<file path="config.mk">
export PLATFORM = sky130hd
export DESIGN_NAME = axis_quadrature_tracker
export DESIGN_NICKNAME = d
export VERILOG_FILES = /design/src/rtl/axis_tracker_pkg.sv /design/src/rtl/hysteresis_comparator.sv /design/src/rtl/axis_quadrature_tracker.sv
export SDC_FILE = /design/constraint.sdc
export NUM_CORES = 1
export LEC_CHECK = 0
export BUFFER_PORTS_ARGS = -buffer_cell sky130_fd_sc_hd__buf_2
export CELL_PAD_IN_SITES_DETAIL_PLACEMENT = 1
export CELL_PAD_IN_SITES_GLOBAL_PLACEMENT = 2
export CORE_ASPECT_RATIO = 0.8
export CORE_UTILIZATION = 35
export CTS_CLUSTER_DIAMETER = 120
export CTS_CLUSTER_SIZE = 20
export DETAILED_ROUTE_END_ITERATION = 8
export GPL_TIMING_DRIVEN = 0
export HOLD_SLACK_MARGIN = 0.12
export PLACE_DENSITY = 0.92
export SLEW_MARGIN = 20
export SYNTH_ARGS = -nofsm -noshare
export SYNTH_HDL_FRONTEND = slang
export SYNTH_SLANG_ARGS = --single-unit
</file>
<file path="constraint.sdc">
create_clock -name aclk -period 7.6 [get_ports aclk]
set_input_delay 1.14 -clock aclk [delete_from_list [all_inputs] [get_ports aclk]]
set_output_delay 1.14 -clock aclk [all_outputs]
set_load 0.1 [all_outputs]
</file>
<file path="src/rtl/axis_tracker_pkg.sv">
// Shared constants and the quadrature edge decoder for the fringe tracker.
package axis_tracker_pkg;

    localparam logic [1:0] MODE_X1 = 2'd0;
    localparam logic [1:0] MODE_X2 = 2'd1;
    localparam logic [1:0] MODE_X4 = 2'd2;

    typedef enum logic [1:0] {
        STEP_NONE    = 2'd0,
        STEP_FWD     = 2'd1,
        STEP_REV     = 2'd2,
        STEP_ILLEGAL = 2'd3
    } step_dir_e;

    // Forward order of {qa,qb} is 00 -> 10 -> 11 -> 01 -> 00; reserved mode falls back to x1.
    function automatic step_dir_e decode_edge(input logic [1:0] mode,
                                              input logic qa_prev, input logic qb_prev,
                                              input logic qa_new,  input logic qb_new);
        step_dir_e dir;
        logic      x4_en;
        logic      x2_en;
        dir   = STEP_NONE;
        x4_en = (mode == MODE_X4);
        x2_en = (mode == MODE_X2) || x4_en;
        if ((qa_prev != qa_new) && (qb_prev != qb_new)) begin
            dir = STEP_ILLEGAL;
        end else if (qa_prev && !qa_new) begin
            dir = qb_prev ? STEP_FWD : STEP_REV;
        end else if (!qa_prev && qa_new) begin
            if (x2_en) dir = qb_prev ? STEP_REV : STEP_FWD;
        end else if (!qb_prev && qb_new) begin
            if (x4_en) dir = qa_prev ? STEP_FWD : STEP_REV;
        end else if (qb_prev && !qb_new) begin
            if (x4_en) dir = qa_prev ? STEP_REV : STEP_FWD;
        end
        return dir;
    endfunction

endpackage

</file>
<file path="src/rtl/hysteresis_comparator.sv">
// Squares one signed channel into a hysteresis bit; q/v only advance on enable.
module hysteresis_comparator #(
    parameter int W = 16
) (
    input  logic                aclk,
    input  logic                aresetn,
    input  logic                enable,
    input  logic signed [W-1:0] sample,
    input  logic signed [W-1:0] lower_threshold,
    input  logic signed [W-1:0] upper_threshold,
    output logic                q,
    output logic                v,
    output logic                q_next,
    output logic                v_next
);

    logic above;
    logic below;

    always_comb begin
        above  = sample > upper_threshold;
        below  = sample < lower_threshold;
        q_next = q;
        v_next = v;
        if (above && !below) begin
            q_next = 1'b1;
            v_next = 1'b1;
        end else if (below && !above) begin
            q_next = 1'b0;
            v_next = 1'b1;
        end
    end

    always_ff @(posedge aclk or negedge aresetn) begin
        if (!aresetn) begin
            q <= 1'b0;
            v <= 1'b0;
        end else if (enable) begin
            q <= q_next;
            v <= v_next;
        end
    end

endmodule

</file>
<file path="src/rtl/axis_quadrature_tracker.sv">
// AXI-Stream quadrature fringe counter: one position beat out per sample pair consumed.
module axis_quadrature_tracker
    import axis_tracker_pkg::*;
#(
    parameter int S_AXIS_TDATA_WIDTH = 32,
    parameter int M_AXIS_TDATA_WIDTH = 32,
    parameter int ERR_WIDTH          = 16
) (
    input  logic                                aclk,
    input  logic                                aresetn,
    input  logic signed [S_AXIS_TDATA_WIDTH/2-1:0] lower_threshold,
    input  logic signed [S_AXIS_TDATA_WIDTH/2-1:0] upper_threshold,
    input  logic [4:0]                          log_scale,
    input  logic [1:0]                          mode,
    input  logic                                clear,
    input  logic                                S_AXIS_tvalid,
    input  logic [S_AXIS_TDATA_WIDTH-1:0]       S_AXIS_tdata,
    output logic                                S_AXIS_tready,
    input  logic                                M_AXIS_tready,
    output logic                                M_AXIS_tvalid,
    output logic [M_AXIS_TDATA_WIDTH-1:0]       M_AXIS_tdata,
    output logic [ERR_WIDTH-1:0]                err_count
);

    localparam int HW = S_AXIS_TDATA_WIDTH / 2;
    localparam int MW = M_AXIS_TDATA_WIDTH;

    function automatic logic [MW-1:0] step_size(input logic [4:0] ls);
        logic [MW-1:0] one;
        one = MW'(1);
        if (int'(ls) >= MW) return one << (MW - 1);
        return one << ls;
    endfunction

    function automatic logic [ERR_WIDTH-1:0] sat_inc(input logic [ERR_WIDTH-1:0] c);
        return (&c) ? c : c + 1'b1;
    endfunction

    logic                 consume_p0;
    logic signed [HW-1:0] sample_a_p0;
    logic signed [HW-1:0] sample_b_p0;
    logic                 qa, va, qa_next, va_next;
    logic                 qb, vb, qb_next, vb_next;
    step_dir_e            dir_p0;
    logic                 count_en_p0;
    logic signed [MW-1:0] step_p0;
    logic signed [MW-1:0] position;
    logic signed [MW-1:0] pos_next_p0;
    logic [ERR_WIDTH-1:0] err_next_p0;
    logic                 vld_p1;
    logic signed [MW-1:0] tdata_p1;

    assign S_AXIS_tready = aresetn & (~vld_p1 | M_AXIS_tready);
    assign consume_p0    = S_AXIS_tvalid & S_AXIS_tready;
    assign sample_a_p0   = S_AXIS_tdata[HW-1:0];
    assign sample_b_p0   = S_AXIS_tdata[2*HW-1:HW];

    hysteresis_comparator #(.W(HW)) u_cmp_a (
        .aclk(aclk), .aresetn(aresetn), .enable(consume_p0), .sample(sample_a_p0),
        .lower_threshold(lower_threshold), .upper_threshold(upper_threshold),
        .q(qa), .v(va), .q_next(qa_next), .v_next(va_next)
    );

    hysteresis_comparator #(.W(HW)) u_cmp_b (
        .aclk(aclk), .aresetn(aresetn), .enable(consume_p0), .sample(sample_b_p0),
        .lower_threshold(lower_threshold), .upper_threshold(upper_threshold),
        .q(qb), .v(vb), .q_next(qb_next), .v_next(vb_next)
    );

    // Stage p0: edge decode and position/error update for the beat being consumed
    always_comb begin
        dir_p0      = decode_edge(mode, qa, qb, qa_next, qb_next);
        count_en_p0 = va & vb & va_next & vb_next;
        step_p0     = step_size(log_scale);
        pos_next_p0 = position;
        err_next_p0 = err_count;
        if (consume_p0 && count_en_p0) begin
            case (dir_p0)
                STEP_FWD:     pos_next_p0 = position + step_p0;
                STEP_REV:     pos_next_p0 = position - step_p0;
                STEP_ILLEGAL: err_next_p0 = sat_inc(err_count);
                default:      pos_next_p0 = position;
            endcase
        end
        if (clear) begin
            pos_next_p0 = '0;
            err_next_p0 = '0;
        end
    end

    // Stage p1: single output register; holds while downstream stalls
    always_ff @(posedge aclk or negedge aresetn) begin
        if (!aresetn) begin
            position  <= '0;
            err_count <= '0;
            vld_p1    <= 1'b0;
            tdata_p1  <= '0;
        end else begin
            position  <= pos_next_p0;
            err_count <= err_next_p0;
            if (consume_p0) begin
                vld_p1   <= 1'b1;
                tdata_p1 <= pos_next_p0;
            end else if (M_AXIS_tready) begin
                vld_p1 <= 1'b0;
            end
        end
    end

    assign M_AXIS_tvalid = vld_p1;
    assign M_AXIS_tdata  = tdata_p1;

endmodule

</file>
After elaboration in Yosys (flattened, before gate mapping)
Index checks and enable logic that the tools add are counted.
{ "classes": {"n_addsub": 3, "n_lt_le_gt_ge": 4, "n_eq_ne": 8, "shifts": 1, "muxes": 29, "bitwise": 7, "n_reduce_logical": 24} }
{ "op_table": {"columns": ["op", "count"], "rows": [
  ["16-bit two-way mux", 4],
  ["32-bit two-way mux", 2],
  ["32-bit case mux with 2 select lines", 1],
  ["32-bit adder", 1],
  ["16-bit greater-than comparator", 2],
  ["16-bit less-than comparator", 2],
  ["1-bit by 5-bit left shift with 32-bit output, first input constant", 1],
  ["32-bit subtractor", 1],
  ["2-bit two-way mux", 12],
  ["16-bit by 1-bit adder with 16-bit output, second input constant", 1],
  ["16-bit AND reduction", 1],
  ["1-bit logical AND", 10],
  ["1-bit two-way mux", 10],
  ["1-bit zero test", 8],
  ["2-bit == test, second input constant", 3],
  ["2-bit nonzero test", 3],
  ["1-bit AND", 5],
  ["2-bit by 1-bit == test with 1-bit output, second input constant", 2],
  ["3-bit AND reduction", 1],
  ["1-bit inequality test", 2],
  ["2-bit inequality test, second input constant", 1],
  ["1-bit logical OR", 1],
  ["1-bit inverter", 1],
  ["1-bit bitwise OR", 1]
]} }
{ "word_totals": {"ff_bits": 85, "inputBits": 76, "elab_cells": 84} }

Logic depth before layout (Yosys ltp)
{ "logic_depth": {"word_depth": 16, "ltp_mapped": 30, "mapped_depth_nobuf": 27} }

Cells and area by module
From an unflattened synthesis, not the netlist that was laid out.
{ "hier_totals": {"cells_unflattened": 967, "hier_area_um2": 7853.8} }
{ "by_module_without_submodules": {"columns": ["module", "instances", "cells_per_inst", "area_each_um2"], "rows": [
  ["axis_quadrature_tracker", 1, 716, 5982.0],
  ["hysteresis_comparator (u_cmp_a)", 1, 131, 950.9],
  ["hysteresis_comparator (u_cmp_b)", 1, 120, 920.9]
]} }

Worst setup path before layout
Ideal clock, no wire load.
{ "synth_timing": {"path_type": "input-to-reg", "startpoint": "input port upper_threshold[14]", "endpoint": "register tdata_p1[24] (netlist: M_AXIS_tdata[24])", "t_arrival_ns": 6.400, "required_time_ns": 7.478, "path_slack_ns": 1.079, "path_stages": 25, "path_buffers": 1, "cell_sequence": "inv_1 ha_1 and4_1 nand3_1 a311oi_1 a2111o_1 o211ai_1 or4_4 nand3_1 a21oi_1 a2111oi_2 ha_1 clkbuf_1 clkinv_1 o21a_1 fa_1 a21oi_1 o21ai_0 a211oi_2 o31ai_1 a311o_1 a31oi_1 xor2_1 o21ai_1 a22o_1"} }
{ "synth_via": {"elab_chain_len": 16} }
{ "synth_rtl": {"columns": ["item", "line_no", "source"], "rows": [
  ["start: declaration", "axis_quadrature_tracker.sv:12", "input logic signed [S_AXIS_TDATA_WIDTH/2-1:0] upper_threshold,"],
  ["16-bit greater-than comparator", "hysteresis_comparator.sv:21", "above = sample > upper_threshold;"],
  ["1-bit zero test", "hysteresis_comparator.sv:28", "end else if (below && !above) begin"],
  ["1-bit logical AND", "hysteresis_comparator.sv:28", null],
  ["1-bit two-way mux", "hysteresis_comparator.sv:28", null],
  ["1-bit two-way mux", "hysteresis_comparator.sv:25", "if (above && !below) begin"],
  ["1-bit zero test", "axis_tracker_pkg.sv:33", "end else if (qb_prev && !qb_new) begin"],
  ["1-bit logical AND", "axis_tracker_pkg.sv:33", null],
  ["2-bit two-way mux", "axis_tracker_pkg.sv:33", null],
  ["2-bit two-way mux", "axis_tracker_pkg.sv:31", "end else if (!qb_prev && qb_new) begin"],
  ["2-bit two-way mux", "axis_tracker_pkg.sv:29", "end else if (!qa_prev && qa_new) begin"],
  ["2-bit two-way mux", "axis_tracker_pkg.sv:27", "end else if (qa_prev && !qa_new) begin"],
  ["2-bit two-way mux", "axis_tracker_pkg.sv:25", "if ((qa_prev != qa_new) && (qb_prev != qb_new)) begin"],
  ["2-bit == test / 2-bit by 1-bit == test with 1-bit output (equally long branches)", "axis_quadrature_tracker.sv:78", "case (dir_p0)"],
  ["32-bit case mux with 2 select lines", "axis_quadrature_tracker.sv:78", null],
  ["32-bit two-way mux (*)", "axis_quadrature_tracker.sv:77", "if (consume_p0 && count_en_p0) begin"],
  ["32-bit two-way mux (*)", "axis_quadrature_tracker.sv:85", "if (clear) begin"],
  ["end signal: assignment", "axis_quadrature_tracker.sv:103", "tdata_p1 <= pos_next_p0;"],
  ["end: declaration", "axis_quadrature_tracker.sv:51", "logic signed [MW-1:0] tdata_p1;"]
]} }
Mark *: on every way between the ends. The rest lies on a longest branch, timed or not.
A chain may end at the register's enable or synchronous reset.

Worst setup path after layout
{ "layout_timing": {"startpoint": "input port upper_threshold[11]", "endpoint": "register tdata_p1[29] (netlist: M_AXIS_tdata[29])"} }
The elaborated chain is that of the path after synthesis.

==> metrics <==
slowest stage delay, CP=0.51 ns; worst hold stages=1; Gate power share=40.2%; grt ovf=0; clock root cell=clkbuf_16; Layout area overhead=18.0%; pwr dens=190 nW/µm²; Synth area leader=dfrtp_1; hold wc startpoint=u_cmp_b.v; worst slew pin tran=0.814 ns; total wire length=25800 µm; synthesized area=7490 µm²; Die H=133 µm; Hold Path End=u_cmp_b.v; TritonCTS Buffers=9; Core Region=20800 µm²; htree depth=3; unrepaired setup endpoints after global routing=false; nets=1231; HP Class=reg -> reg; GP Congestion=0.908; failing checks=DRC; cts hold-fix bufs=0; final hold vios=0; CTS max path bufs=2; fin util=42.5%; Netlist cell types=68; initial antenna violation count=0; Non-Filler Instances=1330; n_diodes=0; DR WL/cell=19.4 µm; Mapped Cells=921; GR Util All Layers=24.5%; worst reg2reg path depth=17; share of the synthesized area in the top cell type=28.4%; RR Startpoint=u_cmp_a.q; Crit Path Category=in -> reg; post-detail-place hpwl=20500 µm; final critical-path share of the clock period=94.9%; slowest CP cell=o41a_1; Post-Syn Area per Cell=8.13 µm²; Layout Skew=0.00913 ns; top cells by area, synth=dfrtp_1, ha_1, nand2_1; max-slew violation count=0; CTS tree=done; Slew HR=45.4%; CP startpoint kind=primary input; Arrival @ worst endpoint=7.42 ns; status=finished with violations; number of synthesized flops with an enable pin=0; # clock sinks=85; peak supply drop=0.000181 V; total die area=22000 µm²; final setup fails=0; share of layout cells above drive strength 1=16.5%; switching power of the nets=676 µW; ys async rst share=100%; first-pass GRT wire length=41500 µm; Crit Reg-Reg Endpoint=M_AXIS_tdata[29]; Iter 0 DRT Violations=362; io pins=126; Cells after DPL=1315; row count=47; setup bufs post-CTS=0; Sw Ratio=40.2%; Starting Density=36.0%; register share of total power=29.5%; Clk pwr share=30.3%; Skew-Pair Late Insertion Delay=0.35 ns; leakage=4.48 nW; Seq cells post-synth=85; mean number of vias per cell=5.57; largest net degree at the start of global routing=56; r2r setup slk=2.13 ns; vias in the first global route=7564; Power Internal=1.01 mW; Synth Net Count=1096; dominant synthesized flop cell=dfrtp_1; CP required=7.81 ns; CTS clock-pin slew for the worst setup and hold paths=0.06 ns; max cap viols=0; Hold WS=0.478 ns; Die W=166 µm; Yosys warnings=0; Via Count=7403; Antenna Nets Post-Route=0; Pre-antenna DRT Iters=6; drt drc=12; Critical Path Fanout Max=10; Max Freq=0.139 GHz; post-synthesis sequential area ratio=28.4%; crit path capture type=flip-flop; number of buffers added on ports=124; clock period minus final worst setup slack=7.21 ns
## routing by layer
layer	GRT usage, %	wire length [µm]	up-vias
li1	-	-	3580
met1	37.4	13400	3639
met2	35.7	10900	162
met3	3.64	1230	22
met4	5.51	291	0
met5	0	0	-
## cell families after synthesis
| family | count (synthesis) | share of synthesized area (%) |
|---|---|---|
| muxes | 15 | 2.17 |
| buffers and inverters | 94 | 4.76 |
| AOI/OAI and AO/OA | 257 | 22.7 |
| xor gates and xnor gates | 42 | 4.91 |
| adders and majority gates | 99 | 16.6 |
| and+or+nand+nor | 329 | 20.4 |
| DFF | 85 | 28.4 |
## synth_stat cells (all sizes together) (3+ instances only)
| cell | count |
|---|---|
| nand2 | 143 |
| a21oi | 66 |
| a22oi | 3 |
| nand4 | 13 |
| or2 | 3 |
| o31ai | 10 |
| a21o | 29 |
| a2111o | 4 |
| buf | 8 |
| and3 | 14 |
| a211oi | 13 |
| o22ai | 4 |
| a41oi | 3 |
| ha | 98 |
| mux2 | 10 |
| clkbuf | 35 |
| nor3 | 16 |
| nor4 | 3 |
| nor2 | 62 |
| o21a | 12 |
| a221oi | 3 |
| nor2b | 10 |
| nand2b | 9 |
| a22o | 4 |
| and2 | 10 |
| nand3 | 25 |
| or3 | 12 |
| mux2i | 5 |
| and4 | 4 |
| a31oi | 16 |
| inv | 49 |
| dfrtp | 85 |
| xor2 | 21 |
| xnor2 | 21 |
| o211ai | 9 |
| o21bai | 4 |
| o21ai | 57 |
## final cells by class
type / count / area (µm²)
well taps: 269 / 337
plain buffers: 42 / 164
fillers: 2593 / 12000
flip-flops and latches: 85 / 2130
repair buffers: 125 / 654
clock buffers: 11 / 253
inverters: 51 / 193
multi-input cells: 742 / 5020
clock inverters: 5 / 88.8
## worst max path at each step
| stage | startpoint | slack [ns] | cells past startpoint | endpoint |
|---|---|---|---|---|
| floorplan | upper_threshold[14] | 1.08 | 25 | M_AXIS_tdata[24] |
| global placement | upper_threshold[11] | -0.41 | 26 | M_AXIS_tdata[22] |
| detailed placement | upper_threshold[11] | -0.41 | 26 | M_AXIS_tdata[24] |
| CTS | upper_threshold[11] | 0.10 | 25 | M_AXIS_tdata[29] |
| global route | upper_threshold[11] | 0.06 | 26 | position[26] |
| finish | upper_threshold[11] | 0.39 | 25 | M_AXIS_tdata[29] |
## power groups by stage
| stage | logic [mW] | clock network [mW] | registers, mW |
|---|---|---|---|
| 2_1_floorplan | 0.375 | 0 | 0.597 |
| 3_3_place_gp | 0.641 | 0 | 0.503 |
| 3_5_place_dp | 0.658 | 0 | 0.504 |
| 4_1_cts | 0.665 | 0.522 | 0.496 |
| 5_1_grt | 0.738 | 0.539 | 0.498 |
| 6_report | 0.676 | 0.510 | 0.496 |
## timing repair
item | in CTS | in global routing
gates resized for setup | 1 | 6
gates cloned | 0 | 0
pin swaps | 0 | 1
setup endpoints to repair | 11 | 27
## state kept, by name, summed over array words and instances, names as in the netlist
signal / cells
M_AXIS_tdata: 32
M_AXIS_tvalid: 1
err_count: 16
position: 32
u_cmp_a.q: 1
u_cmp_a.v: 1
u_cmp_b.q: 1
u_cmp_b.v: 1
## critical path: cells and delay by family
family          cells  cell delay (ns)
compound gates     15             3.76
fa+ha+maj           3             1.03
buf+inv             3             0.41
simple gates        4             1.04
## layout by cell type (no fill, tap or decap), drive strengths merged, types with 3 or more instances in the layout
| cell | count |
|---|---|
| a22o | 4 |
| mux2i | 5 |
| o22ai | 4 |
| nand3 | 25 |
| a211oi | 13 |
| nor2 | 62 |
| ha | 98 |
| nand4 | 13 |
| o31ai | 10 |
| or2 | 3 |
| nand2 | 143 |
| o211ai | 9 |
| xor2 | 21 |
| nand2b | 9 |
| or3 | 12 |
| and4 | 4 |
| o21ai | 57 |
| a21oi | 66 |
| clkbuf | 46 |
| a221oi | 3 |
| o21a | 12 |
| inv | 51 |
| clkinv | 3 |
| a2111o | 4 |
| dfrtp | 85 |
| a22oi | 3 |
| a31oi | 16 |
| buf | 132 |
| and3 | 14 |
| nor4 | 3 |
| mux2 | 10 |
| o21bai | 4 |
| a41oi | 3 |
| xnor2 | 21 |
| nor3 | 16 |
| and2 | 10 |
| nor2b | 10 |
| a21o | 29 |
## per-stage QoR
stage | area (µm²) | total power [mW] | setup slack, ns | setup TNS (ns)
after floorplan | 7490 | 0.972 | 1.08 | 0
after global placement | 8450 | 1.14 | -0.409 | -7.07
after detailed placement | 8480 | 1.16 | -0.407 | -7.44
after CTS | 8820 | 1.68 | 0.103 | 0
after global routing | 8840 | 1.77 | 0.0643 | 0
final | 8840 | 1.68 | 0.389 | 0
(Power assumes the default switching activity.)
